File: src/rtl/fifo_burst_rd_if.sv
// Upstream FWFT FIFO read port plus the downstream framed stream of fifo_burst_rd.
// The master modport is the burst reader's view; slave is the FIFO/sink side.
interface fifo_burst_rd_if #(
    parameter int DW = 8,
    parameter int AW = 8
);
    logic [DW-1:0] fifo_dout;
    logic          fifo_empty;
    logic [AW:0]   fifo_rd_space;
    logic          fifo_rd_en;
    logic [DW-1:0] m_data;
    logic          m_valid;
    logic          m_ready;
    logic          m_sof;
    logic          m_last;

    modport master (
        input  fifo_dout, fifo_empty, fifo_rd_space, m_ready,
        output fifo_rd_en, m_data, m_valid, m_sof, m_last
    );

    modport slave (
        output fifo_dout, fifo_empty, fifo_rd_space, m_ready,
        input  fifo_rd_en, m_data, m_valid, m_sof, m_last
    );
endinterface

File: src/rtl/fifo_burst_rd.sv
// Waits until a full burst is readable from an FWFT FIFO, then emits a header beat
// followed by BURST_LEN payload beats streamed straight from the FIFO head.
module fifo_burst_rd #(
    parameter int            DW        = 8,
    parameter int            AW        = 8,
    parameter int            BURST_LEN = 16,
    parameter logic [DW-1:0] HDR_WORD  = DW'(8'hA5)
) (
    input  logic                   clk,
    input  logic                   rst_n,
    fifo_burst_rd_if.master        bus,
    output logic                   busy,
    output logic [15:0]            burst_cnt
);
    localparam int             BCW       = $clog2(BURST_LEN) + 1;
    localparam logic [AW:0]    LEN_SPACE = (AW + 1)'(BURST_LEN);
    localparam logic [BCW-1:0] LAST_BEAT = BCW'(BURST_LEN - 1);

    typedef enum logic [1:0] {
        IDLE,
        HDR,
        DATA
    } state_t;

    state_t         r_state;
    logic [BCW-1:0] r_beat;
    logic [15:0]    r_burst_cnt;

    logic w_in_data;
    logic w_valid;
    logic w_last;
    logic w_xfer;

    // Payload handshake is combinational so the FIFO head reaches the sink with no added latency.
    assign w_in_data = (r_state == DATA);
    assign w_valid   = (r_state == HDR) || (w_in_data && !bus.fifo_empty);
    assign w_last    = w_in_data && !bus.fifo_empty && (r_beat == LAST_BEAT);
    assign w_xfer    = w_in_data && !bus.fifo_empty && bus.m_ready;

    always_comb begin
        // NOTE: default first, so states that leave m_data alone cannot infer a latch.
        bus.m_data = '0;
        unique case (r_state)
            HDR:     bus.m_data = HDR_WORD;
            DATA:    bus.m_data = bus.fifo_dout;
            default: bus.m_data = '0;
        endcase
    end

    assign bus.m_valid    = w_valid;
    assign bus.m_sof      = (r_state == HDR);
    assign bus.m_last     = w_last;
    assign bus.fifo_rd_en = w_xfer;
    assign busy           = (r_state != IDLE);
    assign burst_cnt      = r_burst_cnt;

    // NOTE: non-blocking assignments so every flop samples pre-edge values regardless of order.
    always_ff @(posedge clk or negedge rst_n) begin
        if (!rst_n) begin
            r_state     <= IDLE;
            r_beat      <= '0;
            r_burst_cnt <= '0;
        end else begin
            unique case (r_state)
                IDLE: begin
                    if (bus.fifo_rd_space >= LEN_SPACE) begin
                        r_state <= HDR;
                    end
                end
                HDR: begin
                    if (bus.m_ready) begin
                        r_state <= DATA;
                        r_beat  <= '0;
                    end
                end
                DATA: begin
                    // An empty FIFO only pauses the burst; it is never abandoned here.
                    if (w_xfer) begin
                        if (w_last) begin
                            r_state     <= IDLE;
                            r_burst_cnt <= r_burst_cnt + 16'd1;
                        end else begin
                            r_beat <= r_beat + BCW'(1);
                        end
                    end
                end
                default: r_state <= IDLE;
            endcase
        end
    end
endmodule
File: src/flat_wrapper.sv
// flat-port wrapper written by rule: the top's interface ports become plain ports
module fifo_burst_rd_flat 
#(
    parameter int            DW        = 8,
    parameter int            AW        = 8,
    parameter int            BURST_LEN = 16,
    parameter logic [DW-1:0] HDR_WORD  = DW'(8'hA5)
)
  (clk, rst_n, busy, burst_cnt, bus_fifo_dout, bus_fifo_empty, bus_fifo_rd_space, bus_m_ready, bus_fifo_rd_en, bus_m_data, bus_m_valid, bus_m_sof, bus_m_last);
  fifo_burst_rd_if #(.DW(DW), .AW(AW)) bus_i ();
  input  logic clk;
  input  logic rst_n;
  output logic busy;
  output logic [15:0] burst_cnt;
  input wire logic [$bits(bus_i.fifo_dout)-1:0] bus_fifo_dout;
  input wire logic [$bits(bus_i.fifo_empty)-1:0] bus_fifo_empty;
  input wire logic [$bits(bus_i.fifo_rd_space)-1:0] bus_fifo_rd_space;
  input wire logic [$bits(bus_i.m_ready)-1:0] bus_m_ready;
  output wire logic [$bits(bus_i.fifo_rd_en)-1:0] bus_fifo_rd_en;
  output wire logic [$bits(bus_i.m_data)-1:0] bus_m_data;
  output wire logic [$bits(bus_i.m_valid)-1:0] bus_m_valid;
  output wire logic [$bits(bus_i.m_sof)-1:0] bus_m_sof;
  output wire logic [$bits(bus_i.m_last)-1:0] bus_m_last;
  assign bus_i.fifo_dout = bus_fifo_dout;
  assign bus_i.fifo_empty = bus_fifo_empty;
  assign bus_i.fifo_rd_space = bus_fifo_rd_space;
  assign bus_i.m_ready = bus_m_ready;
  assign bus_fifo_rd_en = bus_i.fifo_rd_en;
  assign bus_m_data = bus_i.m_data;
  assign bus_m_valid = bus_i.m_valid;
  assign bus_m_sof = bus_i.m_sof;
  assign bus_m_last = bus_i.m_last;
  fifo_burst_rd #(.DW(DW), .AW(AW), .BURST_LEN(BURST_LEN), .HDR_WORD(HDR_WORD)) u_core (.clk(clk), .rst_n(rst_n), .bus(bus_i), .busy(busy), .burst_cnt(burst_cnt));
endmodule
File: config.mk
export PLATFORM = sky130hd
export DESIGN_NAME = fifo_burst_rd_flat
export DESIGN_NICKNAME = d
export VERILOG_FILES = /design/src/rtl/fifo_burst_rd_if.sv /design/src/rtl/fifo_burst_rd.sv /design/src/flat_wrapper.sv
export SDC_FILE = /design/constraint.sdc
export NUM_CORES = 1
export LEC_CHECK = 0
export CAP_MARGIN = 30
export CORE_MARGIN = 2
export CORE_UTILIZATION = 47
export CTS_CLUSTER_DIAMETER = 120
export CTS_CLUSTER_SIZE = 25
export DETAILED_ROUTE_END_ITERATION = 6
export GPL_TIMING_DRIVEN = 0
export PLACE_DENSITY = 0.93
export SLEW_MARGIN = 10
export SYNTH_ARGS = -nofsm -noshare
export SYNTH_HDL_FRONTEND = slang
export SYNTH_SLANG_ARGS = --single-unit
export TNS_END_PERCENT = 30
File: constraint.sdc
create_clock -name clk -period 4.4 [get_ports clk]
set_input_delay 0.44 -clock clk [delete_from_list [all_inputs] [get_ports clk]]
set_output_delay 0.44 -clock clk [all_outputs]
set_load 0.02 [all_outputs]
==> results of run 1 <==
-- synth_stat cells, types with 2 or more instances --
cell type	n	area [um^2]
sky130_fd_sc_hd__inv_1	10	37.54
sky130_fd_sc_hd__o21ai_0	3	15.01
sky130_fd_sc_hd__or4_1	2	15.01
sky130_fd_sc_hd__a21oi_1	5	25.02
sky130_fd_sc_hd__and2_1	7	43.79
sky130_fd_sc_hd__nand3_1	5	25.02
sky130_fd_sc_hd__dfrtp_1	23	575.6
sky130_fd_sc_hd__nand3b_1	2	15.01
sky130_fd_sc_hd__nand4_1	4	25.02
sky130_fd_sc_hd__xor2_1	9	78.83
sky130_fd_sc_hd__xnor2_1	6	52.55
sky130_fd_sc_hd__nand2_1	8	30.03
sky130_fd_sc_hd__nor2_1	12	45.04
sky130_fd_sc_hd__ha_1	7	87.58
-- flip-flops by register name, indices dropped and copies added (netlist names) --
name,flops
u_core.r_state,2
u_core.r_beat,5
u_core.burst_cnt,16
-- path summary, 6_finish.rpt --
path                                                          to  cells past startpoint
worst max-delay path                               bus_m_data[2]                      6
worst min-delay path             u_core.burst_cnt[8]$_DFFE_PN0P_                      1
worst max register to register      u_core.r_beat[3]$_DFFE_PN0P_                      7
worst min register to register  u_core.burst_cnt[15]$_DFFE_PN0P_                      1
max in group asynchronous        u_core.burst_cnt[9]$_DFFE_PN0P_                      2
min in group clk                u_core.burst_cnt[15]$_DFFE_PN0P_                      1
-- per-stage QoR --
| stage | power [mW] | utilization |
|---|---|---|
| floorplan | 0.4412 | - |
| global placement | 0.5761 | 0.6684 |
| detailed placement | 0.5901 | 0.6684 |
| CTS | 0.6856 | 0.6782 |
| global route | 0.7256 | 0.6884 |
| finish | 0.6824 | 0.6884 |
-- area by class of cell --
type | count | share of cell area
Multi-Input combinational cell | 94 | 0.3667
Sequential cell | 23 | 0.3112
Timing Repair Buffer | 46 | 0.2585
Tap cell | 31 | 0.02097
Inverter | 10 | 0.02030
Clock buffer | 4 | 0.01421
Buffer | 2 | 0.008119
-- cell families after synthesis --
kind of cell,after synthesis,synth area share
simple gates,55,0.2577
flops,23,0.4406
compound gates,15,0.07759
xor+xnor,15,0.1006
buf+inv,12,0.04023
fa+ha+maj,7,0.06705
mux,2,0.01628
-- routing by layer --
layer / GRT usage / part of all wire / up-vias
met4: 0.03061 / 0.0039 / 0
met2: 0.3422 / 0.51 / 46
met3: 0.03917 / 0.068 / 2
li1: - / - / 549
met5: 0 / 0 / -
met1: 0.2097 / 0.42 / 516
-- power by group through the flow --
stage	sequential [mW]	combinational, mW	clock [mW]
2_1_floorplan	0.236	0.205	0
3_3_place_gp	0.238	0.339	0
3_5_place_dp	0.239	0.351	0
4_1_cts	0.235	0.354	0.0964
5_1_grt	0.236	0.384	0.106
6_report	0.235	0.354	0.0930
-- worst max-delay path: cells and delay by family (launching register included) --
family          cells  cell delay, ps
fa+ha+maj           1             250
flops               1             430
buf+inv             3            1050
compound gates      1             120
simple gates        1             110
==> results summary, run 1 <==
The sequential standard cell area came out at 575.6 um^2. The sequential fraction of design power is 0.345. For the pin with the worst max-slew slack, the measured transition is 370.3 ps.

In this run the worst hold path is classified as in -> async. The placed cell area came out at 1795 um^2. The effective utilization at floorplan came out at 0.4863. The ratio of cells with drive above 1 in the final layout came out at 0.07263. The clock sink total is 23.

Of the total power, the share spent switching nets is 0.3930. The share of total power dissipated in combinational logic is 0.519. After detailed routing, the number of remaining DRC violations is 0. Post-CTS timing repair inserted 0 buffers for setup. The final non-filler cell area came out at 1849 um^2. The post-layout instance count excluding filler cells is between 200 and 250. In this run the critical register-to-register path is launched from u_core.r_beat[0]$_DFFE_PN0P_. The unique cell type count in the Yosys netlist came out at 40. The most used flip-flop cell after synthesis is sky130_fd_sc_hd__dfrtp_1. The number of global-route vias before repair came out at between 1000 and 1500. The final layout contains around 210 nets.

Setup repair after global routing left no endpoint under its margin. The delay contributed by the slowest stage of the critical path is around 600 ps. The final worst hold slack came out at roughly 420 ps. Counting I/O delays and the setup requirement, the final critical path takes roughly 2700 ps. The number of violations reported at the end of detailed-routing iteration 0 came out at 6. Summing all multi-input logic gate instances after layout gives around 680 um^2. The fmax came out at 372.1 MHz.

In this run the power spent charging and discharging nets is ~0.27 mW. The die covers 3217 um^2. The number of warning messages in the yosys log is 0. The start point of the critical path is u_core.r_state[0]$_DFFE_PN0P_. The final worst-path cycle share is 0.6107. The share of total power dissipated in the clock network is 0.136.

The flow ran to the end, and the final reports show no timing, DRC or antenna violations. The mean post-synth cell area came out at between 10 and 15 um^2. The root buffer cell chosen for the clock tree is sky130_fd_sc_hd__clkbuf_4. The H-tree depth reported by CTS came out at 1. The remaining max-slew budget at the tightest pin came out at 0.7524. From left edge to right edge, the die measures approximately 57 um.

The number of synthesized register bits came out at 23. The first-pass iteration count of the detailed router came out at 4. Setup violations remaining at the end of the flow were counted as 0. Along the worst path, the maximum fanout reaches 10. Port buffering added between 40 and 50 buffers. In the layout the commonest cells are 45 x sky130_fd_sc_hd__clkdlybuf4s50_1, 23 x sky130_fd_sc_hd__dfrtp_1, 12 x sky130_fd_sc_hd__nor2_1, 10 x sky130_fd_sc_hd__inv_1, 9 x sky130_fd_sc_hd__xor2_1. In the post-route analysis, the smallest setup slack over all paths is 1713 ps. The number of max-capacitance violations reported came out at 0.

The number of antenna cells inserted came out at 0. The signal on the critical path passes through inv_1 -> ha_1 -> clkbuf_1 -> a21oi_1 -> nor2_1 -> clkdlybuf4s50_1. VDD sags by at most around 0.00032 V.

The initial antenna violation count is 0. The nature of the critical path endpoint is an output port. The worst reg-to-reg setup slack came out at between 2000 and 2500 ps. The TritonCTS clock tree is built.

The required time at the endpoint of the critical path is a little under 4000 ps. Clock-pin slew was measured on the worst setup and hold paths at between 100 and 150 ps. The total number of vias came out at 1113.

At the worst endpoint, the arrival time is approximately 2300 ps. After technology mapping, the gate count stands at 129. The fraction of registers with async set/reset came out at 1.000. The internal power contribution came out at 0.4142 mW.

The number of buffers added by the clock tree synthesis step is 3. The leakage power is around 0.86 nW. The number of vias per cell after detailed routing is between 5 and 6.

Buffers inserted to repair hold after CTS numbered 0. The first global-routing pass estimated 4.698 mm of wire. The number of flops mapped to enable cells by yosys came out at 0.

The final global-route overflow total came out at 0. Relative to the synthesized area, the layout overhead comes to 41.57%. The number of rows in the core area is 19. At the end of routability-driven placement, the weighted congestion stood at just over 0.8.

The buffer levels on the longest clock path is 2. The total global-route track usage came out at 0.1813. The worst-path cell with the longest stage delay is sky130_fd_sc_hd__clkdlybuf4s50_1. Counting the fill cells in the layout gives 217. The area of the mapped netlist is 1306 um^2. The number of nets with antenna violations after detailed routing is 0. The pre-CTS worst setup slack is ~2000 ps.

The number of slew-limit violations in the final report came out at 0. The startpoint kind of the worst setup timing path is a register. The largest clock skew in the final design is about 9.5 ps. The post-cts sizing count is 0. The final hold violation count is 0. The HPWL after detailed placement is 2.235 mm. The core region area came out at ~2700 um^2. The routed wirelength normalized by instance count came out at ~13 um. The largest net degree at the start of global routing is 24. Including well taps, the total number of placed cells is between 200 and 250. The part of the Yosys area used for sequential elements came out at 0.4406.

The post-synth net total is around 160. The final routed wirelength across all metal layers is between 2 and 3 mm. The clock insertion delay at the later pin of the skew report is 300 ps. The sum of negative setup slack is 0 ps. The die height is roughly 57 um.

The boundary pin count came out at 50. The library cell used most frequently in the layout, excluding fill and tap cells, is sky130_fd_sc_hd__clkdlybuf4s50_1. The start-to-end type of the worst setup path is reg -> out.

The ratio of total power to cell area is approximately 370 nW/um^2.
Note: power is estimated with default switching activity, not from simulation.
==> run 2, diff against run 1 <==
- CORE_UTILIZATION: 47 -> 43
- PLACE_DENSITY: 0.93 -> 0.87
- clock period: 4.4 -> 2.77 ns (I/O delays scaled with it)
==> results summary, run 2 (synthesis gave the netlist of run 1 again) <==
The run finished with clean final reports. The fmax is 389.8 MHz. The remaining max-slew budget at the tightest pin is 0.7420. The hold buffer count at CTS came out at 0. The post-layout total power is 1.086 mW. The clock insertion delay at the later pin of the skew report is around 290 ps. The post-cts sizing count came out at 0. The number of global-route vias before repair is 1128. Across every metal layer, demand over resource in global routing totals 0.1770.

The ratio of total power to cell area came out at slightly below 600 nW/um^2. The ratio of cells with drive above 1 in the final layout came out at 0.07263. The number of slew-limit violations in the final report is 0. On the worst path, the slowest cell contributes a delay of a little over 600 ps. The H-tree depth reported by CTS came out at 1. The number of setup buffers added after CTS is 0. The reg-to-reg endpoint is u_core.r_beat[3]$_DFFE_PN0P_. The final net count is 208. At the worst endpoint, the arrival time is roughly 2300 ps. The number of buffers added by the clock tree synthesis step came out at 3. Dividing the detail-routed via count by the number of cells gives between 5 and 6. The die height is roughly 59 um. The clock slew at the register clock pins of the worst setup and hold paths is 120 ps. The buffer levels on the longest clock path is 2. Setup repair after global routing left no endpoint under its margin. In the layout the commonest cells are 45 x sky130_fd_sc_hd__clkdlybuf4s50_1, 23 x sky130_fd_sc_hd__dfrtp_1, 12 x sky130_fd_sc_hd__nor2_1, 10 x sky130_fd_sc_hd__inv_1, 9 x sky130_fd_sc_hd__xor2_1.

The relative area change from synthesis to final layout is 40.61%. The library cell used most frequently in the layout, excluding fill and tap cells, is sky130_fd_sc_hd__clkdlybuf4s50_1. The boundary pin count came out at 50. Routability-driven placement finished with a final weighted congestion of about 0.81. For the worst setup path, the data required time is approximately 2500 ps.

For the worst flop-to-flop path, the logic depth is 7. The start point of the critical path is u_core.r_state[0]$_DFFE_PN0P_. The first-pass iteration count of the detailed router came out at 4.

The largest fanout on the critical path is 10. TritonCTS built the clock tree. The total of endpoints with negative setup slack in the final report came out at 0. Buffers placed on the I/O ports in this run total 45. The critical path in this run is classified as reg -> out. The number of violations reported at the end of detailed-routing iteration 0 is 40. The leakage power came out at approximately 0.86 nW.

The class of the tightest hold or removal check is in -> async. The routed wirelength normalized by instance count came out at 13.50 um. The die area is roughly 3500 um^2. The routed layout has 1120 vias.

The clock sink total is 23. The final global-route overflow total came out at 0. Walking the worst path, the cells encountered are inv_1 -> ha_1 -> clkbuf_1 -> a21oi_1 -> nor2_1 -> clkdlybuf4s50_1.

In this run the clock root is driven by a sky130_fd_sc_hd__clkbuf_4. The origin of the critical flop-to-flop path is u_core.r_beat[0]$_DFFE_PN0P_. The core region area is roughly 2800 um^2. Across the run, the number of max-cap violations was 0. STA classifies the critical path startpoint as a register. The worst-path cell with the longest stage delay is sky130_fd_sc_hd__clkdlybuf4s50_1. The slew at the pin closest to its max-slew limit came out at about 390 ps. The number of flip-flops in the largest register came out at 16.

The kind of cell with the highest combined delay on the critical path is buffers and inverters. Subtracting the final worst setup slack from the clock period gives approximately 2600 ps. The largest net degree at the start of global routing is 24. The first global-routing pass estimated slightly below 5 mm of wire. The floorplan has 19 rows. The sum of negative setup slack came out at 0 ps. The final hold violation count came out at 0.

The effective utilization at floorplan is 0.4617. For this block, the routed nets add up to around 2.8 mm of wire. The worst reg-to-reg setup slack is about 450 ps. Once detail routing completed, the nets flagged for antenna violations numbered 0. Summed over all nets, the half-perimeter wirelength after detailed placement is approximately 2.2 mm. The x dimension of the die came out at between 50 and 60 um.

The final worst-path cycle share came out at 0.9261. The largest clock skew in the final design came out at about 2.8 ps. The detailed-route DRC error count came out at 0.

IR analysis of the VDD net gives a maximum drop of 0.0006134 V. The total buffers and inverters traversed by the critical path came out at 3. The worst setup path is captured at an output port. The initial antenna violation count is 0. The number of antenna cells inserted came out at 0.
run 2: cell counts in the layout (fill, tap and decap cells not counted):
Identical to the previous run, type by type.
run 2: area by class of cell:
type	count	area, um^2
plain buffers	2	15.01
flip-flops and latches	23	575.6
well taps	31	38.79
repair buffers	46	465.4
multi-input cells	94	678.2
clock buffers	4	26.28
fillers	227	992.2
inverters	10	37.54
run 2: metrics by stage:
step                      setup WS, ps  instances  area (um^2)  hold WS [ps]    util
after floorplan                  753.2        129         1306        -18.59       -
after global placement           605.6        205         1795         457.4  0.6347
after detailed placement         493.5        205         1795         467.2  0.6347
after CTS                        194.9        209         1822         488.0  0.6440
after global routing             1.442        210         1837         173.9  0.6493
final                            204.7        210         1837         177.1  0.6493
run 2: metal layers:
metal	track usage	up-vias	part of all wire	wire length (um)
met3	0.03930	4	0.074	211
met2	0.3127	51	0.49	1402
met4	0.03571	0	0.010	29
met1	0.2221	523	0.42	1191
li1	-	542	-	-
met5	0	-	0	0
run 2: worst reg2reg max path, delay by kind of cell (launching register included):
kind                       cells  cell delay [ps]
and+or+nand+nor                3             1020
adders and majority gates      2              490
AOI/OAI and AO/OA              2              300
DFF                            1              430
run 2: how the worst max path moves through the flow:
stage,endpoint,cells past startpoint,slack (ps)
finish,bus_m_data[5],6,200
detailed placement,u_core.burst_cnt[15]$_DFFE_PN0P_,8,490
floorplan,u_core.r_beat[3]$_DFFE_PN0P_,7,750
global placement,u_core.r_beat[3]$_DFFE_PN0P_,7,610
CTS,bus_m_data[0],6,190
global route,bus_m_data[7],6,1
run 2: where the power goes:
group / leakage (nW) / switching [mW] / internal, mW
registers: 0.308 / 0.0188 / 0.356
logic: 0.536 / 0.321 / 0.245
clock network: 0.0150 / 0.0888 / 0.0559
total: 0.859 / 0.429 / 0.657
